### src/rtl/mux_scan_ctrl_if.sv
// mux_scan_ctrl_if
// Purpose: groups the scan request, the select/sample path to the 8:1 mux and
// the snapshot result of mux_scan_ctrl into one bundle.
// Signals:
//   start     scan request (sampled by the controller only while idle)
//   chan_en   per-channel enable mask, bit n = channel n
//   y_in      mux output y, fed back to the controller
//   s0,s1,s2  mux select lines, s0 is the LSB
//   data_out  last completed scan, bit n = sampled value of channel n
//   valid     one-cycle pulse when data_out updates
//   busy      high while a scan is in progress
// Modports:
//   master    the environment: requester plus the mux itself (drives y_in)
//   slave     the scan controller
interface mux_scan_ctrl_if;
  logic       start;
  logic [7:0] chan_en;
  logic       y_in;
  logic       s0;
  logic       s1;
  logic       s2;
  logic [7:0] data_out;
  logic       valid;
  logic       busy;

  modport master (
    output start, chan_en, y_in,
    input  s0, s1, s2, data_out, valid, busy
  );

  modport slave (
    input  start, chan_en, y_in,
    output s0, s1, s2, data_out, valid, busy
  );
endinterface

### src/rtl/mux_scan_ctrl.sv
// mux_scan_ctrl
// Purpose: sequences the select lines of an 8:1 mux over every enabled
// channel in ascending order, lets each select settle for HOLD_CYCLES cycles,
// samples y once per channel and publishes the eight samples as one word.
// Ports:
//   clk  single clock, all state updates on the rising edge
//   rst  asynchronous active-high reset
//   bus  mux_scan_ctrl_if.slave: start/chan_en request, y_in from the mux,
//        s0..s2 to the mux, data_out/valid/busy result
// Parameters:
//   HOLD_CYCLES  settle cycles with select stable before sampling (0..15)
module mux_scan_ctrl #(
  parameter int HOLD_CYCLES = 2
) (
  input logic          clk,
  input logic          rst,
  mux_scan_ctrl_if.slave bus
);

  typedef enum logic [1:0] {IDLE, SETTLE, SAMPLE} state_t;

  // With no settle interval a new select goes straight to its sample cycle.
  localparam state_t     AFTER_SELECT = (HOLD_CYCLES == 0) ? SAMPLE : SETTLE;
  localparam logic [3:0] HOLD_LAST    = (HOLD_CYCLES == 0) ? 4'd0
                                                           : 4'(HOLD_CYCLES - 1);

  state_t     state_q, state_d;
  logic [2:0] sel_q, sel_d;
  logic [3:0] cnt_q, cnt_d;
  logic [7:0] mask_q, mask_d;
  logic [7:0] shadow_q, shadow_d;
  logic [7:0] data_q, data_d;
  logic       valid_q, valid_d;
  logic       busy_q, busy_d;

  logic [2:0] first_ch;
  logic [2:0] next_ch;
  logic       next_found;
  logic [7:0] shadow_merged;

  // Lowest enabled channel of the incoming mask; the descending loop lets the
  // lowest set bit win.
  always_comb begin
    first_ch = 3'd0;
    for (int i = 7; i >= 0; i--) begin
      if (bus.chan_en[i]) begin
        first_ch = 3'(i);
      end
    end
  end

  // Lowest latched channel strictly above the current select, so disabled
  // channels are skipped without spending any cycles on them.
  always_comb begin
    next_ch    = 3'd0;
    next_found = 1'b0;
    for (int i = 7; i >= 0; i--) begin
      if (mask_q[i] && (i > int'(sel_q))) begin
        next_ch    = 3'(i);
        next_found = 1'b1;
      end
    end
  end

  // Shadow word with the bit being sampled right now already merged in, so
  // the final channel lands in data_out on the same edge it is sampled.
  always_comb begin
    shadow_merged         = shadow_q;
    shadow_merged[sel_q]  = bus.y_in;
  end

  // Next-state and output logic.
  always_comb begin
    state_d  = state_q;
    sel_d    = sel_q;
    cnt_d    = cnt_q;
    mask_d   = mask_q;
    shadow_d = shadow_q;
    data_d   = data_q;
    valid_d  = 1'b0;
    busy_d   = busy_q;

    unique case (state_q)
      IDLE: begin
        if (bus.start) begin
          mask_d   = bus.chan_en;
          shadow_d = 8'h00;
          cnt_d    = 4'd0;
          if (bus.chan_en != 8'h00) begin
            busy_d  = 1'b1;
            sel_d   = first_ch;
            state_d = AFTER_SELECT;
          end else begin
            // An empty mask completes immediately with an all-zero snapshot.
            data_d  = 8'h00;
            valid_d = 1'b1;
          end
        end
      end

      SETTLE: begin
        if (cnt_q == HOLD_LAST) begin
          cnt_d   = 4'd0;
          state_d = SAMPLE;
        end else begin
          cnt_d = cnt_q + 4'd1;
        end
      end

      SAMPLE: begin
        shadow_d = shadow_merged;
        cnt_d    = 4'd0;
        if (next_found) begin
          sel_d   = next_ch;
          state_d = AFTER_SELECT;
        end else begin
          data_d  = shadow_merged;
          valid_d = 1'b1;
          busy_d  = 1'b0;
          sel_d   = 3'd0;
          state_d = IDLE;
        end
      end

      default: begin
        state_d = IDLE;
      end
    endcase
  end

  // State and output registers; reset aborts any scan without a valid pulse.
  always_ff @(posedge clk or posedge rst) begin
    if (rst) begin
      state_q  <= IDLE;
      sel_q    <= 3'd0;
      cnt_q    <= 4'd0;
      mask_q   <= 8'h00;
      shadow_q <= 8'h00;
      data_q   <= 8'h00;
      valid_q  <= 1'b0;
      busy_q   <= 1'b0;
    end else begin
      state_q  <= state_d;
      sel_q    <= sel_d;
      cnt_q    <= cnt_d;
      mask_q   <= mask_d;
      shadow_q <= shadow_d;
      data_q   <= data_d;
      valid_q  <= valid_d;
      busy_q   <= busy_d;
    end
  end

  assign bus.s0       = sel_q[0];
  assign bus.s1       = sel_q[1];
  assign bus.s2       = sel_q[2];
  assign bus.data_out = data_q;
  assign bus.valid    = valid_q;
  assign bus.busy     = busy_q;

endmodule

### src/flat_wrapper.sv
// flat-port wrapper written by rule: the top's interface ports become plain ports
module mux_scan_ctrl_flat 
#(
  parameter int HOLD_CYCLES = 2
)
  (clk, rst, bus_start, bus_chan_en, bus_y_in, bus_s0, bus_s1, bus_s2, bus_data_out, bus_valid, bus_busy);
  mux_scan_ctrl_if bus_i ();
  input logic clk;
  input logic rst;
  input wire logic [$bits(bus_i.start)-1:0] bus_start;
  input wire logic [$bits(bus_i.chan_en)-1:0] bus_chan_en;
  input wire logic [$bits(bus_i.y_in)-1:0] bus_y_in;
  output wire logic [$bits(bus_i.s0)-1:0] bus_s0;
  output wire logic [$bits(bus_i.s1)-1:0] bus_s1;
  output wire logic [$bits(bus_i.s2)-1:0] bus_s2;
  output wire logic [$bits(bus_i.data_out)-1:0] bus_data_out;
  output wire logic [$bits(bus_i.valid)-1:0] bus_valid;
  output wire logic [$bits(bus_i.busy)-1:0] bus_busy;
  assign bus_i.start = bus_start;
  assign bus_i.chan_en = bus_chan_en;
  assign bus_i.y_in = bus_y_in;
  assign bus_s0 = bus_i.s0;
  assign bus_s1 = bus_i.s1;
  assign bus_s2 = bus_i.s2;
  assign bus_data_out = bus_i.data_out;
  assign bus_valid = bus_i.valid;
  assign bus_busy = bus_i.busy;
  mux_scan_ctrl #(.HOLD_CYCLES(HOLD_CYCLES)) u_core (.clk(clk), .rst(rst), .bus(bus_i));
endmodule
### config.mk
export PLATFORM = sky130hd
export DESIGN_NAME = mux_scan_ctrl_flat
export DESIGN_NICKNAME = d
export VERILOG_FILES = /design/src/rtl/mux_scan_ctrl_if.sv /design/src/rtl/mux_scan_ctrl.sv /design/src/flat_wrapper.sv
export SDC_FILE = /design/constraint.sdc
export NUM_CORES = 1
export LEC_CHECK = 0
export ABC_AREA = 1
export CAP_MARGIN = 20
export CELL_PAD_IN_SITES_DETAIL_PLACEMENT = 0
export CELL_PAD_IN_SITES_GLOBAL_PLACEMENT = 1
export CORE_MARGIN = 2
export CORE_UTILIZATION = 43
export DETAILED_ROUTE_END_ITERATION = 12
export PLACE_DENSITY = 0.94
export SYNTH_ARGS = -nofsm -noshare
export SYNTH_HDL_FRONTEND = slang
export SYNTH_SLANG_ARGS = --single-unit
### constraint.sdc
create_clock -name clk -period 3.9 [get_ports clk]
set_input_delay 0.78 -clock clk [delete_from_list [all_inputs] [get_ports clk]]
set_output_delay 0.78 -clock clk [all_outputs]
set_load 0.05 [all_outputs]
## Word level (Yosys, flattened, before mapping)

Cells that the tools add are included.
Widths: inputs -> output; s select.

| word-level totals | value |
|---|---|
| flip-flop bits (word level) | 35 |
| word-level logic and storage cells | 96 |
| input bits | 12 |
| output and inout bits | 13 |

| cells by class | value |
|---|---|
| muxes and demuxes | 51 |
| add/subtract/negate cells | 1 |
| equal/unequal tests | 8 |
| reduce and logical (&&, ||, !) cells | 19 |
| order comparisons | 9 |

Operators with widths:

| operator | number |
|---|---|
| $mux 3 | 18 |
| $mux 8 | 4 |
| $pmux 8 s2 | 2 |
| $mux 1 | 15 |
| $gt 3x3->1 const A | 4 |
| $pmux 4 s3 | 1 |
| $bwmux 8 | 1 |
| $logic_and 1x1->1 | 8 |
| $mux 4 | 2 |
| $reduce_and 4->1 | 2 |
| $reduce_bool 8->1 | 1 |
| $gt 2x3->1 const A | 2 |
| $mux 2 | 3 |
| $ne 2x2->1 const B | 3 |
| $pmux 2 s3 | 1 |
| $pmux 3 s2 | 1 |
| $reduce_and 2->1 | 3 |
| $reduce_and 3->1 | 2 |
| $add 4x1->4 const B | 1 |
| $eq 4x1->1 const B | 1 |
| $lt 3x4->1 const B | 1 |
| $ne 2x1->1 const B | 2 |
| $pmux 1 s2 | 2 |
| $demux 1 s3 | 1 |
| other kinds (7) | 7 |

## Longest topological paths before layout

Gate-level depths: netlist (run 1).

| logic depth | value |
|---|---|
| depth after elaboration | 11 |
| mapped depth | 12 |
| mapped depth without buffers | 10 |

## Least setup slack after synthesis (run 1)

Ideal clock, no wire load.

| timing | value |
|---|---|
| kind | reg2reg |
| start point | register u_core.sel_q[0] |
| end point | register u_core.data_q[0] (netlist: u_core.bus.data_out[0]) |
| cell stages (with the launch flop) | 12 |
| slack | 2.075 ns |
| period minus slack after synthesis | 1.825 ns |
| library setup time | 0.126 ns |
| data arrival time | 1.699 ns |
| data required time | 3.774 ns |
| path through | dfrtp_1 > buf_4 > inv_2 > nand2_2 > inv_2 > nand2_4 > inv_2 > nor2_4 > nand2_2 > o21ai_4 > buf_6 > o21ai_0 |

| on the way | value |
|---|---|
| cells in the longest elaborated chain, start to end | 11 |
| elaborated cells on any way between the ends | 31 |
| those cells by class | order compare: 9; eq/ne: 1; mux: 12; reduce/logical: 9 |

Ends and longest elaborated chain:

| element | line | text |
|---|---|---|
| start, declared | mux_scan_ctrl.sv:28 | `logic [2:0] sel_q, sel_d;` |
| start signal, assigned | mux_scan_ctrl.sv:144 | `sel_q <= sel_d;` |
| $gt 3x3->1 | mux_scan_ctrl.sv:58 | `if (mask_q[i] && (i > int'(sel_q))) begin` |
| $logic_and 1x1->1 | mux_scan_ctrl.sv:58 |  |
| $mux 1 (7 in series) | mux_scan_ctrl.sv:58 |  |
| $ne 2x2->1 (no line) | n/a |  |
| $reduce_and 4->1 (no line) | n/a |  |
| end signal, assigned | mux_scan_ctrl.sv:148 | `data_q <= data_d;` |
| end, declared | mux_scan_ctrl.sv:32 | `logic [7:0] data_q, data_d;` |

Parallel ways exist; a longest one is shown, timed or not. The select of a mux whose other input is x is not followed.
A chain may end at the register's enable or synchronous reset.

## Final worst setup path (run 1)

| timing | value |
|---|---|
| start point | register u_core.sel_q[2] |
| end point | output bus_s2 |

RTL lines:

| element | line | text |
|---|---|---|
| end, declared | flat_wrapper.sv:15 | `output wire logic [$bits(bus_i.s2)-1:0] bus_s2;` |

No word-level cell between the ends.

==> results.txt, run 1 <==
outcome: complete, no violations
Final Wtd Congestion: 0.804
critical path arrival: 1880 ps
Avg WL per Cell: 12.2 um
Critical Path Slowest Stage Cell: clkdlybuf4s50_1
distinct cell type count after synthesis: 32
first-pass GRT wire length: 6400 um
drt drc: 0
I/O pin cnt: 25
Slew @ Worst Pin: 885 ps
Max transition margin: 40.8%
ANT cells: 0
#FFs+latches synth: 34
die extent in x: 69.6 um
clock latency on the worst-skew pair: 290 ps
Critical Path Sink: bus_s2
worst-path fanout max: 10
Final period util: 68.1%
Antenna Nets Post-Route: 0
FMAX: 0.376 GHz
Routed WL: 3720 um
Seq. cell area: 851 um2
Post-Route Setup TNS: 0 ps
Cell Chain, Critical Path: clkdlybuf4s50_1
starting density of the core: 45.3%
R2R setup slack: 1570 ps
CTS hold repair buffers: 0
Synth Instances: 228
sequential cell area fraction in the yosys report: 45.9%
max_cap viols: 0
Syn Nets: 242
Post-Syn Area: 1850 um2
leak pwr: 1.07 nW
Final Net Count: 267
# rows: 23
Final Max Tran Viols: 0
GRT Resource Usage Total: 16.5%
Crit path max-delay family: buffers and inverters
minimum clock period: 2660 ps
crit end category: primary output
Clock Tree Buf Depth: 2
Vias: 1,508
Final WS setup: 1240 ps
CTS Root Cell: clkbuf_8
clock skew: 9.23 ps
number of fill cells: 407
RSZ-0062 raised after global routing: false
Multi-input gate area: 811 um2
Layout area overhead: 18.8%
commonest cells after routing, fill and taps aside: nand2_1, dfrtp_1, inv_1
hold_ws: 502 ps
Die Ht: 69.6 um
I/O Buffers: 24
global route overflow: 0
Hold Crit Class: reg -> reg
initial drt markers: 97
Worst-path clk slew: 70 ps
Pwr Density: 749 nW/um2
Clock Sinks: 34
area of the die: 4850 um2
critical path startpoint category: flip-flop
area leader, netlist: dfrtp_1
R2R Path End: u_core.bus.busy$_DFFE_PP0P_
CP Data Required Time: 3120 ps
number of global-route vias before repair: 1,462
area share of the largest cell type after synthesis: 45.9%
Place WS: 1410 ps
Max rail drop VDD: 0.442 mV
Final Hold Vio Count: 0
max incr delay on CP: 910 ps
Resized cells post-CTS: 0
Setup Crit Path Kind: reg -> out
largest net degree at the start of global routing: 21
ratio of cells with drive above 1 in the final layout: 13.4%
setup violators final: 0
largest cells by area after synthesis: dfrtp_1, nand2_1, o21ai_0
Critical path origin: u_core.sel_q[2]$_DFFE_PP0P_
antenna violations before repair: 0
total iterations of the first detailed-routing run: 4
total CTS buffers: 5
Core ar.: 4090 um2
TritonCTS clock tree: built
syn_area_per_cell: 8.13 um2
most common library cell in the layout ignoring fill and taps: nand2_1
Worst Path Buf+Inv: 1
setup bufs post-CTS: 0
H-tree lvl count: 2
YS warnings: 0
Via density: 4.96
hpwl dp: 2800 um
r2r worst-path depth: 7
cell count along the critical path: 1
WHS Path Cells: 2
reg2reg start: u_core.state_q[1]$_DFFE_PP0P_
-- per-stage QoR --
stage	power, mW	utilization, %	area (um2)	instances
after global placement	1.37	51.6	2110	296
final	1.65	53.9	2200	304
after detailed placement	1.39	51.6	2110	296
after floorplan	1.20	-	1850	228
after global routing	1.78	53.9	2200	304
after CTS	1.66	53.9	2200	304
-- flip-flops by register name, summed over array words and instances, names as in the netlist --
signal	flops
u_core.bus.data_out	8
u_core.shadow_q	8
u_core.mask_q	7
u_core.cnt_q	4
u_core.sel_q	3
u_core.state_q	2
u_core.bus.busy	1
u_core.bus.valid	1
-- final cells by class --
class                           instances  area share [%]
Sequential cell                        34            38.7
Multi-Input combinational cell        151            36.8
Timing Repair Buffer                   25            11.3
Inverter                               36            6.25
Clock buffer                            7            3.92
Tap cell                               50            2.84
Clock inverter                          1           0.227
-- worst min-delay path by stage --
stage	slack, ps	startpoint	to
floorplan	450	u_core.mask_q[2]$_DFFE_PP0P_	u_core.mask_q[2]$_DFFE_PP0P_
global placement	490	u_core.mask_q[4]$_DFFE_PP0P_	u_core.mask_q[4]$_DFFE_PP0P_
detailed placement	490	u_core.mask_q[2]$_DFFE_PP0P_	u_core.mask_q[2]$_DFFE_PP0P_
CTS	500	u_core.mask_q[2]$_DFFE_PP0P_	u_core.mask_q[2]$_DFFE_PP0P_
global route	520	u_core.shadow_q[0]$_DFFE_PP0P_	u_core.shadow_q[0]$_DFFE_PP0P_
finish	500	u_core.mask_q[4]$_DFFE_PP0P_	u_core.mask_q[4]$_DFFE_PP0P_
-- cell families (layout without fill, tap and decap cells) --
group | after synthesis | in the layout | share of synthesized area (%)
and+or+nand+nor | 101 | 101 | 26.5
DFF | 34 | 34 | 45.9
AOI/OAI and AO/OA | 46 | 46 | 15.0
adders and majority gates | 2 | 2 | 1.35
buffers and inverters | 43 | 69 | 10.3
xor gates and xnor gates | 2 | 2 | 0.945
-- cell usage after synthesis (all sizes together) --
cell and count:
nand2 61, inv 36, dfrtp 34, o21ai 29, nor2 20, nand3 13, a21oi 5, buf 5
nand4 4, o211ai 4, a31o 3, o22ai 3, clkbuf 2, ha 2, xor2 2, a32o 1
nor3 1, nor3b 1, o31ai 1, or2 1
-- where the power goes --
| group | leakage [nW] | total (mW) | internal, mW | switching (mW) |
|---|---|---|---|---|
| clock network | 0.0482 | 0.270 | 0.142 | 0.127 |
| logic | 0.586 | 0.773 | 0.267 | 0.506 |
| registers | 0.435 | 0.607 | 0.476 | 0.131 |
-- routing by layer --
layer  GRT usage, %  wire length [um]  vias to the layer above
met5              0                 0                        -
met4           5.77                50                        0
met3           4.36               173                        7
met2           27.4              1700                       31
met1           20.8              1800                      688
li1               -                 -                      782
(Power assumes the default switching activity.)
==> inputs of run 2 (changes only) <==
CORE_UTILIZATION = 36   (was 43)
PLACE_DENSITY = 0.85   (was 0.94)
clock period = 2.3 ns   (was 3.9 ns; I/O delays follow)
==> results.txt, run 2 (synthesis results as in run 1) <==
outcome: complete, no violations
area of the die: 5740 um2
Worst Path Buf+Inv: 1
Die Ht: 75.7 um
Gate power share: 49.9%
starting density of the core: 36.7%
minimum clock period: 2050 ps
FMAX: 0.488 GHz
# rows: 26
die extent in x: 75.7 um
first-pass GRT wire length: 6350 um
Seq. cell area: 851 um2
max_cap viols: 0
GRT Resource Usage Total: 14.5%
switching power: 1.30 mW
Layout area overhead: 20.9%
Worst-path clk slew: 70 ps
Final period util: 89.1%
drt drc: 0
Antenna Nets Post-Route: 0
Avg WL per Cell: 11.4 um
antenna violations before repair: 0
setup bufs post-CTS: 0
switching share of power: 46.5%
commonest cells after routing, fill and taps aside: nand2_1, dfrtp_1, inv_1
Cell Int Power: 1.49 mW
initial drt markers: 56
crit end category: primary output
Crit path max-delay family: buffers and inverters
Cell Chain, Critical Path: clkdlybuf4s50_1
Final Wtd Congestion: 0.765
ratio of cells with drive above 1 in the final layout: 15.2%
clock skew: 5.28 ps
Max rail drop VDD: 0.692 mV
hpwl dp: 2770 um
I/O pin cnt: 25
I/O Buffers: 24
global route overflow: 0
total iterations of the first detailed-routing run: 4
Core ar.: 5040 um2
Setup Crit Path Kind: reg -> out
critical path startpoint category: flip-flop
dpl cells: 320
Hold Crit Class: reg -> reg
Critical Path Slowest Stage Cell: clkdlybuf4s50_1
total CTS buffers: 5
Seq pwr share: 35.4%
most common library cell in the layout ignoring fill and taps: nand2_1
H-tree lvl count: 2
grt met2 use: 22.7%
Post-Route Setup TNS: 0 ps
Final Hold Vio Count: 0
met1 global-route usage: 20.2%
CTS Root Cell: clkbuf_8
number of fill cells: 504
setup violators final: 0
met3 usage: 3.04%
critical path arrival: 1590 ps
Routed WL: 3710 um
clock latency on the worst-skew pair: 280 ps
TritonCTS clock tree: built
Slew @ Worst Pin: 609 ps
max incr delay on CP: 850 ps
leak pwr: 1.09 nW
GRT busiest layer: met2
ANT cells: 0
largest net degree at the start of global routing: 35
Clock Sinks: 34
Max transition margin: 58.9%
Pwr Density: 1250 nW/um2
Final Max Tran Viols: 0
RSZ-0062 raised after global routing: false
Clock Tree Buf Depth: 2
number of global-route vias before repair: 1,455
CP Data Required Time: 1840 ps
Multi-input gate area: 811 um2
Vias: 1,516
Final Net Count: 271
Resized cells post-CTS: 0
Via density: 4.64
Clk pwr share: 14.7%
CTS hold repair buffers: 0
non-filler cells, final: 327
worst-path fanout max: 6
==> run 2: area by class of cell <==
class	count	share of cell area, %
sequential	34	38.0
multi-input combinational	151	36.2
timing repair buffer	29	12.3
inverter	36	6.14
tap	70	3.91
clock buffer	5	3.07
clock inverter	2	0.447
==> run 2: worst paths after layout <==
kind	from	to	slack, ps	cells past startpoint
setup / recovery	u_core.sel_q[0]$_DFFE_PP0P_	bus_s0	250	1
hold / removal	u_core.mask_q[2]$_DFFE_PP0P_	u_core.mask_q[2]$_DFFE_PP0P_	510	2
setup reg to reg	u_core.sel_q[2]$_DFFE_PP0P_	u_core.bus.data_out[0]$_DFFE_PP0P_	430	7
hold reg to reg	u_core.mask_q[2]$_DFFE_PP0P_	u_core.mask_q[2]$_DFFE_PP0P_	510	2
max in group asynchronous	rst	u_core.mask_q[3]$_DFFE_PP0P_	1410	3
min in group asynchronous	rst	u_core.bus.data_out[6]$_DFFE_PP0P_	580	3
==> run 2: power groups by stage <==
stage / registers [mW] / logic [mW] / clock network (mW)
3_5_place_dp: 0.999 / 1.40 / 0
4_1_cts: 0.991 / 1.40 / 0.421
5_1_grt: 1.02 / 1.55 / 0.443
2_1_floorplan: 1.20 / 0.847 / 0
3_3_place_gp: 0.996 / 1.39 / 0
6_report: 0.989 / 1.39 / 0.409
==> run 2: per-layer routing <==
metal,vias up,share of wire (%)
met5,-,0
met4,0,0.92
met3,2,3.0
met2,25,45
met1,700,51
li1,789,-
==> run 2: stage by stage <==
step | power, mW | util, % | hold WS, ps | area (um2) | setup slack, ps
2_1_floorplan | 2.04 | - | 453 | 1850 | 475
3_3_place_gp | 2.38 | 42.9 | 483 | 2160 | 379
3_5_place_dp | 2.40 | 42.9 | 492 | 2160 | 346
4_1_cts | 2.81 | 44.4 | 510 | 2240 | 239
5_1_grt | 3.02 | 44.4 | 533 | 2240 | 210
6_report | 2.79 | 44.4 | 513 | 2240 | 252
==> inputs of run 3 (changes only) <==
CAP_MARGIN = 40   (was 20)
==> results of run 3 <==
The final DEF is identical to that of run 2; final timing and power are the same.
